File: config.mk
export PLATFORM = sky130hd
export DESIGN_NAME = psu_sweep_ctrl_flat
export DESIGN_NICKNAME = d
export VERILOG_FILES = /design/src/rtl/psu_sweep_ctrl_pkg.sv /design/src/rtl/psu_sweep_ctrl_if.sv /design/src/rtl/psu_lane_cnt.sv /design/src/rtl/psu_sweep_ctrl.sv /design/src/flat_wrapper.sv
export SDC_FILE = /design/constraint.sdc
export NUM_CORES = 1
export LEC_CHECK = 0
export CORE_MARGIN = 3
export CORE_UTILIZATION = 35
export DETAILED_ROUTE_END_ITERATION = 7
export PLACE_DENSITY = 0.77
export SYNTH_ARGS = -nofsm -noshare
export SYNTH_HDL_FRONTEND = slang
export SYNTH_SLANG_ARGS = --single-unit
File: constraint.sdc
create_clock -name clk -period 2.35 [get_ports clk]
set_input_delay 0.3525 -clock clk [delete_from_list [all_inputs] [get_ports clk]]
set_output_delay 0.3525 -clock clk [all_outputs]
set_load 0.01 [all_outputs]
File: src/rtl/psu_sweep_ctrl_pkg.sv
// Shared types and default sizing for the PSU nested-loop sweeper.
package psu_sweep_ctrl_pkg;

  localparam int unsigned DefNumQbctrl = 4;
  localparam int unsigned DefNumUcc    = 2;
  localparam int unsigned DefQbaddrBw  = 5;
  localparam int unsigned DefUcaddrBw  = 3;
  localparam int unsigned DefIdlenBw   = 4;
  localparam int unsigned DefRoundBw   = 3;

  typedef enum logic [1:0] {
    StIdle = 2'd0,
    StRun  = 2'd1,
    StWait = 2'd2
  } psu_state_e;

  // A loop bound of zero would never terminate, so it runs a single pass instead.
  function automatic int unsigned at_least_one(int unsigned v);
    return (v == 0) ? 1 : v;
  endfunction

endpackage

File: src/rtl/psu_sweep_ctrl_if.sv
// Sweeper control/status bundle. PSU_SWEEP_PERF_EN adds the performance counter outputs.
interface psu_sweep_ctrl_if
  import psu_sweep_ctrl_pkg::*;
#(
  parameter int unsigned NUM_QBCTRL = DefNumQbctrl,
  parameter int unsigned NUM_UCC    = DefNumUcc,
  parameter int unsigned QBADDR_BW  = DefQbaddrBw,
  parameter int unsigned UCADDR_BW  = DefUcaddrBw,
  parameter int unsigned IDLEN_BW   = DefIdlenBw,
  parameter int unsigned ROUND_BW   = DefRoundBw
);
  logic                              start;
  logic [QBADDR_BW-1:0]              qb_limit;
  logic [UCADDR_BW-1:0]              uc_limit;
  logic [IDLEN_BW-1:0]               id_len;
  logic [ROUND_BW-1:0]               round_len;
  logic                              pch_avail;
  logic                              pch_last;
  logic                              stall;
  logic [NUM_QBCTRL*QBADDR_BW-1:0]   qb_counter;
  logic [NUM_UCC*UCADDR_BW-1:0]      uc_counter;
  logic [IDLEN_BW-1:0]               id_counter;
  logic [ROUND_BW-1:0]               round_counter;
  logic                              step_valid;
  logic                              next_pch;
  logic                              next_id;
  logic                              next_round;
  logic                              next_opcode;
  logic                              busy;
`ifdef PSU_SWEEP_PERF_EN
  logic [31:0]                       perf_stall_cnt;
  logic [31:0]                       perf_wait_cnt;
  logic [31:0]                       perf_step_cnt;

  modport master (
    output start, qb_limit, uc_limit, id_len, round_len, pch_avail, pch_last, stall,
    input  qb_counter, uc_counter, id_counter, round_counter, step_valid, next_pch,
    input  next_id, next_round, next_opcode, busy,
    input  perf_stall_cnt, perf_wait_cnt, perf_step_cnt
  );
  modport slave (
    input  start, qb_limit, uc_limit, id_len, round_len, pch_avail, pch_last, stall,
    output qb_counter, uc_counter, id_counter, round_counter, step_valid, next_pch,
    output next_id, next_round, next_opcode, busy,
    output perf_stall_cnt, perf_wait_cnt, perf_step_cnt
  );
`else
  modport master (
    output start, qb_limit, uc_limit, id_len, round_len, pch_avail, pch_last, stall,
    input  qb_counter, uc_counter, id_counter, round_counter, step_valid, next_pch,
    input  next_id, next_round, next_opcode, busy
  );
  modport slave (
    input  start, qb_limit, uc_limit, id_len, round_len, pch_avail, pch_last, stall,
    output qb_counter, uc_counter, id_counter, round_counter, step_valid, next_pch,
    output next_id, next_round, next_opcode, busy
  );
`endif
endinterface

File: src/rtl/psu_lane_cnt.sv
// Strided lane address counter: lane k = base + k, base steps by NUM_LANE on adv, returns to 0 on clr.
module psu_lane_cnt #(
  parameter int unsigned NUM_LANE = 4,
  parameter int unsigned ADDR_BW  = 5
) (
  input  logic                        clk,
  input  logic                        rst,
  input  logic                        adv,
  input  logic                        clr,
  output logic [ADDR_BW-1:0]          base,
  output logic [NUM_LANE*ADDR_BW-1:0] lanes
);

  logic [ADDR_BW-1:0] base_q;

  always_ff @(posedge clk) begin
    if (rst || clr) begin
      base_q <= '0;
    end else if (adv) begin
      base_q <= base_q + ADDR_BW'(NUM_LANE);
    end
  end

  always_comb begin
    lanes = '0;
    for (int unsigned k = 0; k < NUM_LANE; k++) begin
      lanes[k*ADDR_BW +: ADDR_BW] = base_q + ADDR_BW'(k);
    end
  end

  assign base = base_q;

endmodule

File: src/rtl/psu_sweep_ctrl.sv
// Nested-loop PSU sweeper: qb lanes innermost, then uc lanes, pchinfo entries, ids and rounds.
// PSU_SWEEP_PERF_EN adds saturating stall/wait/step cycle counters.
module psu_sweep_ctrl
  import psu_sweep_ctrl_pkg::*;
#(
  parameter int unsigned NUM_QBCTRL = DefNumQbctrl,
  parameter int unsigned NUM_UCC    = DefNumUcc,
  parameter int unsigned QBADDR_BW  = DefQbaddrBw,
  parameter int unsigned UCADDR_BW  = DefUcaddrBw,
  parameter int unsigned IDLEN_BW   = DefIdlenBw,
  parameter int unsigned ROUND_BW   = DefRoundBw
) (
  input logic             clk,
  input logic             rst,
  psu_sweep_ctrl_if.slave bus
);

  localparam int unsigned QbSumBw = QBADDR_BW + 1;
  localparam int unsigned UcSumBw = UCADDR_BW + 1;

  psu_state_e state_q, state_d;

  logic [QBADDR_BW-1:0] qb_lim_q;
  logic [UCADDR_BW-1:0] uc_lim_q;
  logic [IDLEN_BW-1:0]  id_lim_q;
  logic [ROUND_BW-1:0]  round_lim_q;
  logic [IDLEN_BW-1:0]  id_q;
  logic [ROUND_BW-1:0]  round_q;

  logic [QBADDR_BW-1:0] qb_base;
  logic [UCADDR_BW-1:0] uc_base;
  logic                 qb_wrap, uc_wrap;
  logic                 step_valid, next_pch, next_id, next_round, next_opcode;
  logic                 start_ok;

  // Wrap compares are done one bit wider so a base near the top of its field cannot alias.
  assign qb_wrap = ({1'b0, qb_base} + QbSumBw'(NUM_QBCTRL)) >= {1'b0, qb_lim_q};
  assign uc_wrap = ({1'b0, uc_base} + UcSumBw'(NUM_UCC)) >= {1'b0, uc_lim_q};

  assign start_ok = (state_q == StIdle) && bus.start && !bus.stall;

  always_comb begin
    state_d     = state_q;
    step_valid  = 1'b0;
    next_pch    = 1'b0;
    next_id     = 1'b0;
    next_round  = 1'b0;
    next_opcode = 1'b0;

    // Strobes are suppressed during reset so nothing is popped from a half-finished sweep.
    step_valid  = (state_q == StRun) && bus.pch_avail && !bus.stall && !rst;
    next_pch    = step_valid && qb_wrap && uc_wrap;
    next_id     = next_pch && bus.pch_last;
    next_round  = next_id && (id_q == id_lim_q - IDLEN_BW'(1));
    next_opcode = next_round && (round_q == round_lim_q - ROUND_BW'(1));

    case (state_q)
      StIdle: if (start_ok) state_d = StRun;
      StRun: begin
        if (next_opcode) begin
          state_d = StIdle;
        end else if (!bus.pch_avail && !bus.stall) begin
          state_d = StWait;
        end
      end
      StWait: if (bus.pch_avail && !bus.stall) state_d = StRun;
      default: state_d = StIdle;
    endcase
  end

  always_ff @(posedge clk) begin
    if (rst) begin
      state_q     <= StIdle;
      qb_lim_q    <= QBADDR_BW'(1);
      uc_lim_q    <= UCADDR_BW'(1);
      id_lim_q    <= IDLEN_BW'(1);
      round_lim_q <= ROUND_BW'(1);
      id_q        <= '0;
      round_q     <= '0;
    end else begin
      state_q <= state_d;
      if (start_ok) begin
        qb_lim_q    <= QBADDR_BW'(at_least_one(32'(bus.qb_limit)));
        uc_lim_q    <= UCADDR_BW'(at_least_one(32'(bus.uc_limit)));
        id_lim_q    <= IDLEN_BW'(at_least_one(32'(bus.id_len)));
        round_lim_q <= ROUND_BW'(at_least_one(32'(bus.round_len)));
      end
      if (next_round) begin
        id_q <= '0;
      end else if (next_id) begin
        id_q <= id_q + IDLEN_BW'(1);
      end
      if (next_opcode) begin
        round_q <= '0;
      end else if (next_round) begin
        round_q <= round_q + ROUND_BW'(1);
      end
    end
  end

  psu_lane_cnt #(
    .NUM_LANE (NUM_QBCTRL),
    .ADDR_BW  (QBADDR_BW)
  ) u_qb_cnt (
    .clk   (clk),
    .rst   (rst),
    .adv   (step_valid && !qb_wrap),
    .clr   (step_valid && qb_wrap),
    .base  (qb_base),
    .lanes (bus.qb_counter)
  );

  psu_lane_cnt #(
    .NUM_LANE (NUM_UCC),
    .ADDR_BW  (UCADDR_BW)
  ) u_uc_cnt (
    .clk   (clk),
    .rst   (rst),
    .adv   (step_valid && qb_wrap && !uc_wrap),
    .clr   (next_pch),
    .base  (uc_base),
    .lanes (bus.uc_counter)
  );

  assign bus.id_counter    = id_q;
  assign bus.round_counter = round_q;
  assign bus.step_valid    = step_valid;
  assign bus.next_pch      = next_pch;
  assign bus.next_id       = next_id;
  assign bus.next_round    = next_round;
  assign bus.next_opcode   = next_opcode;
  assign bus.busy          = (state_q != StIdle);

`ifdef PSU_SWEEP_PERF_EN
  logic [31:0] perf_stall_q, perf_wait_q, perf_step_q;

  always_ff @(posedge clk) begin
    if (rst) begin
      perf_stall_q <= '0;
      perf_wait_q  <= '0;
      perf_step_q  <= '0;
    end else begin
      if ((state_q != StIdle) && bus.stall && (perf_stall_q != '1)) begin
        perf_stall_q <= perf_stall_q + 32'd1;
      end
      if ((state_q == StWait) && (perf_wait_q != '1)) begin
        perf_wait_q <= perf_wait_q + 32'd1;
      end
      if (step_valid && (perf_step_q != '1)) begin
        perf_step_q <= perf_step_q + 32'd1;
      end
    end
  end

  assign bus.perf_stall_cnt = perf_stall_q;
  assign bus.perf_wait_cnt  = perf_wait_q;
  assign bus.perf_step_cnt  = perf_step_q;
`endif

endmodule

File: src/flat_wrapper.sv
// flat-port wrapper written by rule: the top's interface ports become plain ports
module psu_sweep_ctrl_flat import psu_sweep_ctrl_pkg::*;
#(
  parameter int unsigned NUM_QBCTRL = DefNumQbctrl,
  parameter int unsigned NUM_UCC    = DefNumUcc,
  parameter int unsigned QBADDR_BW  = DefQbaddrBw,
  parameter int unsigned UCADDR_BW  = DefUcaddrBw,
  parameter int unsigned IDLEN_BW   = DefIdlenBw,
  parameter int unsigned ROUND_BW   = DefRoundBw
)
  (clk, rst, bus_start, bus_qb_limit, bus_uc_limit, bus_id_len, bus_round_len, bus_pch_avail, bus_pch_last, bus_stall, bus_qb_counter, bus_uc_counter, bus_id_counter, bus_round_counter, bus_step_valid, bus_next_pch, bus_next_id, bus_next_round, bus_next_opcode, bus_busy);
  psu_sweep_ctrl_if #(.NUM_QBCTRL(NUM_QBCTRL), .NUM_UCC(NUM_UCC), .QBADDR_BW(QBADDR_BW), .UCADDR_BW(UCADDR_BW), .IDLEN_BW(IDLEN_BW), .ROUND_BW(ROUND_BW)) bus_i ();
  input logic clk;
  input logic rst;
  input wire logic [$bits(bus_i.start)-1:0] bus_start;
  input wire logic [$bits(bus_i.qb_limit)-1:0] bus_qb_limit;
  input wire logic [$bits(bus_i.uc_limit)-1:0] bus_uc_limit;
  input wire logic [$bits(bus_i.id_len)-1:0] bus_id_len;
  input wire logic [$bits(bus_i.round_len)-1:0] bus_round_len;
  input wire logic [$bits(bus_i.pch_avail)-1:0] bus_pch_avail;
  input wire logic [$bits(bus_i.pch_last)-1:0] bus_pch_last;
  input wire logic [$bits(bus_i.stall)-1:0] bus_stall;
  output wire logic [$bits(bus_i.qb_counter)-1:0] bus_qb_counter;
  output wire logic [$bits(bus_i.uc_counter)-1:0] bus_uc_counter;
  output wire logic [$bits(bus_i.id_counter)-1:0] bus_id_counter;
  output wire logic [$bits(bus_i.round_counter)-1:0] bus_round_counter;
  output wire logic [$bits(bus_i.step_valid)-1:0] bus_step_valid;
  output wire logic [$bits(bus_i.next_pch)-1:0] bus_next_pch;
  output wire logic [$bits(bus_i.next_id)-1:0] bus_next_id;
  output wire logic [$bits(bus_i.next_round)-1:0] bus_next_round;
  output wire logic [$bits(bus_i.next_opcode)-1:0] bus_next_opcode;
  output wire logic [$bits(bus_i.busy)-1:0] bus_busy;
  assign bus_i.start = bus_start;
  assign bus_i.qb_limit = bus_qb_limit;
  assign bus_i.uc_limit = bus_uc_limit;
  assign bus_i.id_len = bus_id_len;
  assign bus_i.round_len = bus_round_len;
  assign bus_i.pch_avail = bus_pch_avail;
  assign bus_i.pch_last = bus_pch_last;
  assign bus_i.stall = bus_stall;
  assign bus_qb_counter = bus_i.qb_counter;
  assign bus_uc_counter = bus_i.uc_counter;
  assign bus_id_counter = bus_i.id_counter;
  assign bus_round_counter = bus_i.round_counter;
  assign bus_step_valid = bus_i.step_valid;
  assign bus_next_pch = bus_i.next_pch;
  assign bus_next_id = bus_i.next_id;
  assign bus_next_round = bus_i.next_round;
  assign bus_next_opcode = bus_i.next_opcode;
  assign bus_busy = bus_i.busy;
  psu_sweep_ctrl #(.NUM_QBCTRL(NUM_QBCTRL), .NUM_UCC(NUM_UCC), .QBADDR_BW(QBADDR_BW), .UCADDR_BW(UCADDR_BW), .IDLEN_BW(IDLEN_BW), .ROUND_BW(ROUND_BW)) u_core (.clk(clk), .rst(rst), .bus(bus_i));
endmodule
==> flow_metrics.tcl, run 1 <==
set metrics [dict create \
    outcome "finished with violations" \
    violations "negative setup slack" \
    core_area_sq_um 5240 \
    async_reset_ff_share_pct 0 \
    hp-class "reg2reg" \
    grt_pass1_wl_microns 7290 \
    hp-start "u_core.qb_lim_q[2]" \
    fin_tns_setup_ps -89.6 \
    crit_chain "ha_4 -> ha_4 -> and4bb_4 -> o21ai_4 -> and2_4 -> nor4_4 -> and4_1 -> buf_2" \
    io_buffer_count 49 \
    track_usage_pct 14.6 \
    antenna_found_initial 0 \
    hold_viol_final 0 \
    syn_to_final_growth_pct 42.9 \
    max_cap_viol_count 0 \
    cellPowerDensity_nw_per_um2 513 \
    synth_most_common_cell "nand2_1" \
    ctsHoldBuffers 0 \
    dr_total_vias 1769 \
    placed_cells 356 \
    synth_edf_count 0 \
    synth_top_area_share_pct 29.9 \
    fmax_ghz 0.410 \
    clkTransAtPathRegs_ps 60 \
    leakage_uw 0.00112 \
    reg2reg_depth 9 \
    grt_pass1_vias 1627 \
    wl_per_cell_microns 12.5 \
    timing.rr.start "u_core.u_qb_cnt.base[2]" \
    cts_made_buffers 5 \
    netlist_instances 224 \
    drt_iter0_markers 76 \
    dp_hpwl_microns 3580 \
    path_class "reg2out" \
    drtPass1Iterations 7 \
    fill_cells 480 \
    final_nets 326 \
    htree_levels 2 \
    synth_cell_types 58 \
    yosysSeqAreaShare_pct 29.9 \
    syn_area_per_cell_sq_um 8.66 \
    period_needed_ps 2440 \
    critPathCaptureType "output port" \
    yosysTopAreaCell "dfxtp_1" \
    rows 26 \
    via_per_inst 4.85 \
    synth_compound_area_share_pct 17.4 \
    rsz0062_at_grt "true" \
    fin_worst_skew_ps 6.43 \
    die_w_microns 80.4 \
    place_area_sq_um 2610 \
    max_stage_delay_ps 340 \
    die-height_microns 80.4 \
    peakVddDrop_v 0.000277 \
    synth.top_cells.by_area "dfxtp_1 30%, buf_4 8.1%, ha_1 6.5%, nand2_1 6.4%, a21oi_1 5.2%" \
    gp_congestion 0.766 \
    min_to "u_core.qb_lim_q[2]" \
    clock-sinks 29 \
    initial_utilization_pct 37.0 \
    fin_cells 365 \
    reg2reg_slack_ps 30 \
    synthSimpleGateAreaFrac_pct 24.7 \
    netlist_area_sq_um 1940 \
    yosysWarnings 0 \
    report.final.slew_viol_count 0 \
    finalWorstSetupSlack_ps -89.6 \
    synth_top_family_by_area "simple AND/OR/NAND/NOR gates" \
    yosys_register_bits 29 \
    fin_util_pct 52.9 \
    crit_required_ps 2000 \
    num_antenna_cells 0 \
    hold_depth 2 \
    cp-startpoint "u_core.u_qb_cnt.base[2]" \
    final_cell_area_sq_um 2770 \
    crit_path_top_delay_cell "dfxtp_2" \
    grt_overflow 0 \
    synth-main-ff-cell "dfxtp_1" \
    yosys.area_share.adder_pct 7.48 \
    routed_wl_microns 4570 \
    cts_root_buffer "clkbuf_8" \
    cts_max_path_buffers 2 \
    path_max_fanout 5 \
    drc 0 \
    timing.final.crit_share_pct 104 \
    hold_slack_ps 457 \
    die_area_sq_um 6470 \
    setup-violations-final 1 \
    crit_top_cell "ha_4" \
    insertion_delay_ps 280 \
    synthXorXnorAreaFrac_pct 5.29 \
    ioPinCount 60 \
    cts_tree "yes" \
    ant_nets 0 \
    grt_max_degree 28 \
    yosys-mux-area-fraction_pct 1.10 \
    drive_gt1_share_pct 27.1 \
    start_kind "register" \
    cp.arrival_ps 2090 \
    r2r-end "u_core.bus.round_counter[2]" \
    ys_top_cells_by_count "33 x nand2_1, 29 x dfxtp_1, 21 x buf_4" \
]
-- sequential cells by signal, summed over array words and instances (netlist names) --
name and cells:
u_core.u_qb_cnt.base 3, u_core.qb_lim_q 5, u_core.state_q 2, u_core.u_uc_cnt.base 2, u_core.round_lim_q 3, u_core.id_lim_q 4
u_core.bus.round_counter 3, u_core.uc_lim_q 3, u_core.bus.id_counter 4
-- critical path: cells and delay by family, from the launching register on --
family                   cells  cell delay, ps
AO/OA/AOI/OAI                1              60
adder cells (fa/ha/maj)      2             520
buffers and inverters        1             130
flip-flops                   1             340
AND/OR/NAND/NOR              4             760
-- kinds of logic after synthesis --
group	count (synthesis)
fa+ha+maj	11
compound gates	47
other cells	2
xor+xnor	10
mux	2
simple gates	80
flops	29
buf+inv	43
-- per-layer routing --
| layer | global-route usage, % | vias up | share of wire, % |
|---|---|---|---|
| li1 | - | 889 | - |
| met1 | 16.3 | 826 | 42 |
| met2 | 26.1 | 48 | 51 |
| met3 | 3.59 | 6 | 5.9 |
| met4 | 6.25 | 0 | 1.4 |
| met5 | 0 | - | 0 |
-- layout by cell type (no fill, tap or decap), types with 3 or more instances in the layout --
master,Yosys,layout
nand3_1,10,10
clkbuf_8,0,5
ha_1,10,8
conb_1,2,10
nor2_1,7,7
o211ai_1,3,3
buf_4,21,33
clkdlybuf4s50_1,0,45
xnor2_1,4,4
o21ai_0,7,6
xor2_1,5,5
o21ai_2,1,3
a21oi_1,20,20
nor3_1,4,3
inv_1,14,14
o21ai_1,4,3
nand2_1,33,33
nand4b_1,3,3
dfxtp_1,29,25
buf_2,2,3
dfxtp_2,0,4
-- how the worst max path moves through the flow --
stage	end	slack (ps)	cells after the start
4_1_cts	bus_next_opcode	-110	8
2_1_floorplan	bus_next_opcode	10	8
3_3_place_gp	bus_next_opcode	-310	8
3_5_place_dp	bus_next_opcode	-350	8
5_1_grt	bus_next_opcode	-190	9
6_report	bus_next_opcode	-90	8
-- final cells by class --
| type | instances | area [sq um] | area share (%) |
|---|---|---|---|
| clock buffers | 5 | 68.8 | 2.48 |
| flip-flops and latches | 29 | 586 | 21.1 |
| multi-input cells | 160 | 1170 | 42.3 |
| inverters | 15 | 56.3 | 2.03 |
| repair buffers | 83 | 736 | 26.5 |
| well taps | 70 | 87.6 | 3.16 |
| clock inverters | 3 | 65.1 | 2.35 |
-- report_power, final --
group          leakage, uW  internal, uW  switching [uW]  total [uW]
Sequential        0.000237           509            9.46         518
Clock            0.0000681           421             199         620
Combinational     0.000816           138             145         283
-- metrics by stage --
step | setup slack (ps) | power, uW
final | -89.6 | 1420
after global placement | -309 | 794
after floorplan | 9.70 | 703
after CTS | -108 | 1430
after global routing | -192 | 1480
after detailed placement | -354 | 801
-- what timing repair did --
item	CTS	global route
buffers inserted	1	0
endpoints found under the setup margin	4	10
resized for setup	23	5
pin swaps	3	3
(Power assumes the default switching activity.)
==> inputs of run 2 (changes only) <==
Settings changed: CORE_UTILIZATION 35 to 25, HOLD_SLACK_MARGIN from default to 0.02, PLACE_DENSITY 0.77 to 0.62.
==> flow_metrics.tcl, run 2 (synthesis gave the netlist of run 1 again) <==
set metrics [dict create \
    netSwitchingFraction_pct 28.6 \
    drt_iter0_markers 94 \
    track_usage_pct 11.5 \
    power.switching_uw 342 \
    crit_required_ps 2000 \
    final_cell_area_sq_um 2790 \
    die_w_microns 94.1 \
    wl_per_cell_microns 11.9 \
    cts_root_buffer "clkbuf_8" \
    fill_cells 738 \
    layout_commonest_cell "clkdlybuf4s50_1" \
    rows 31 \
    place_area_sq_um 2650 \
    p_int_uw 852 \
    hp-class "reg2reg" \
    ioPinCount 60 \
    syn_to_final_growth_pct 43.8 \
    initial_utilization_pct 26.3 \
    htree_levels 2 \
    dr_total_vias 1747 \
    max_cap_viol_count 0 \
    leakage_uw 0.00110 \
    path_max_fanout 3 \
    ant_nets 0 \
    power_frac_clock_pct 32.8 \
    clock-sinks 29 \
    final_nets 328 \
    pwr-share-comb_pct 23.9 \
    placed_cells 385 \
    grt_pass1_wl_microns 7900 \
    power_frac_seq_pct 43.2 \
    mostFrequentLayoutCells "45 x clkdlybuf4s50_1, 34 x buf_4, 33 x nand2_1, 27 x dfxtp_1, 19 x a21oi_1" \
    critPathCaptureType "output port" \
    via_per_inst 4.41 \
    cellPowerDensity_nw_per_um2 428 \
    seqCellArea_sq_um 586 \
    path_class "reg2out" \
    die_area_sq_um 8850 \
    gp_congestion 0.752 \
    largest_reg_flops 5 \
    peakVddDrop_v 0.000198 \
    hold_viol_final 0 \
    multi_input_area_sq_um 1180 \
    drtPass1Iterations 4 \
    clkTransAtPathRegs_ps 60 \
    rsz0062_at_grt "true" \
    cts_tree "yes" \
    violations "negative setup slack" \
    cts_max_path_buffers 2 \
    ctsHoldBuffers 0 \
    fin_worst_skew_ps 5.99 \
    num_antenna_cells 0 \
    drc 0 \
    largest-register "u_core.qb_lim_q" \
    core_area_sq_um 7370 \
    cp.arrival_ps 2090 \
    io_buffer_count 49 \
    insertion_delay_ps 280 \
    die-height_microns 94.1 \
    drive_gt1_share_pct 27.3 \
    antenna_found_initial 0 \
    fmax_ghz 0.410 \
    fin_util_pct 37.8 \
    grt_max_degree 28 \
    period_needed_ps 2440 \
    setup-violations-final 1 \
    dp_hpwl_microns 3680 \
    routed_wl_microns 4710 \
    start_kind "register" \
    grt_pass1_vias 1709 \
    fin_cells 396 \
    cts_made_buffers 5 \
    outcome "finished with violations" \
    report.final.slew_viol_count 0 \
    grt_overflow 0 \
    timing.final.crit_share_pct 104 \
    finalWorstSetupSlack_ps -90.7 \
]
[run 2: power by group through the flow]
stage | Combinational, uW | Sequential (uW) | Clock [uW]
global placement | 272 | 528 | 0
floorplan | 175 | 528 | 0
detailed placement | 274 | 529 | 0
global route | 318 | 518 | 432
finish | 286 | 517 | 392
CTS | 283 | 518 | 414
[run 2: what timing repair did]
item / 4_1_cts / 5_1_grt
gates resized for setup: 24 / 7
buffers inserted: 2 / 4
setup endpoints to repair: 4 / 11
pin swaps: 3 / 7
gates cloned: 0 / 0
hold endpoints to repair: 0 / 0
[run 2: worst max-delay path, cell delays in order (launching register included)]
cell,delay [ps]
dfxtp_4,350
ha_4,250
ha_4,260
and4bb_4,250
o21ai_4,60
and2_4,150
nor4_4,140
and4_1,240
buf_6,110
[run 2: final cells by class]
class | count | area share [%]
Timing Repair Buffer | 85 | 27.3
Tap cell | 99 | 4.44
Inverter | 15 | 2.02
Sequential cell | 29 | 21.0
Multi-Input combinational cell | 160 | 42.3
Clock buffer | 6 | 2.60
Clock inverter | 2 | 0.359
[run 2: path summary, 6_finish.rpt]
| check | slack [ps] | cells after the start | start | to |
|---|---|---|---|---|
| setup / recovery | -90 | 8 | u_core.u_qb_cnt.base[2] | bus_next_opcode |
| hold / removal | 450 | 2 | u_core.qb_lim_q[4] | u_core.qb_lim_q[4] |
| setup reg to reg | 50 | 8 | u_core.u_qb_cnt.base[2] | u_core.state_q[0] |
| hold reg to reg | 450 | 2 | u_core.qb_lim_q[4] | u_core.qb_lim_q[4] |
[run 2: per-stage QoR]
stage | TNS (ps) | worst slack (ps) | hold slack (ps) | total power, uW
2_1_floorplan | 0 | 9.70 | 431 | 703
3_5_place_dp | -921 | -381 | 448 | 803
3_3_place_gp | -784 | -331 | 446 | 800
4_1_cts | -97.8 | -97.8 | 457 | 1210
5_1_grt | -603 | -209 | 485 | 1270
6_report | -90.7 | -90.7 | 452 | 1190
[run 2: routing by layer]
layer | wire length [microns] | GRT usage, % | up-vias
met3 | 285 | 3.85 | 8
li1 | - | - | 888
met1 | 2150 | 14.2 | 800
met2 | 2180 | 17.9 | 51
met5 | 0 | 0 | -
met4 | 102 | 5.42 | 0
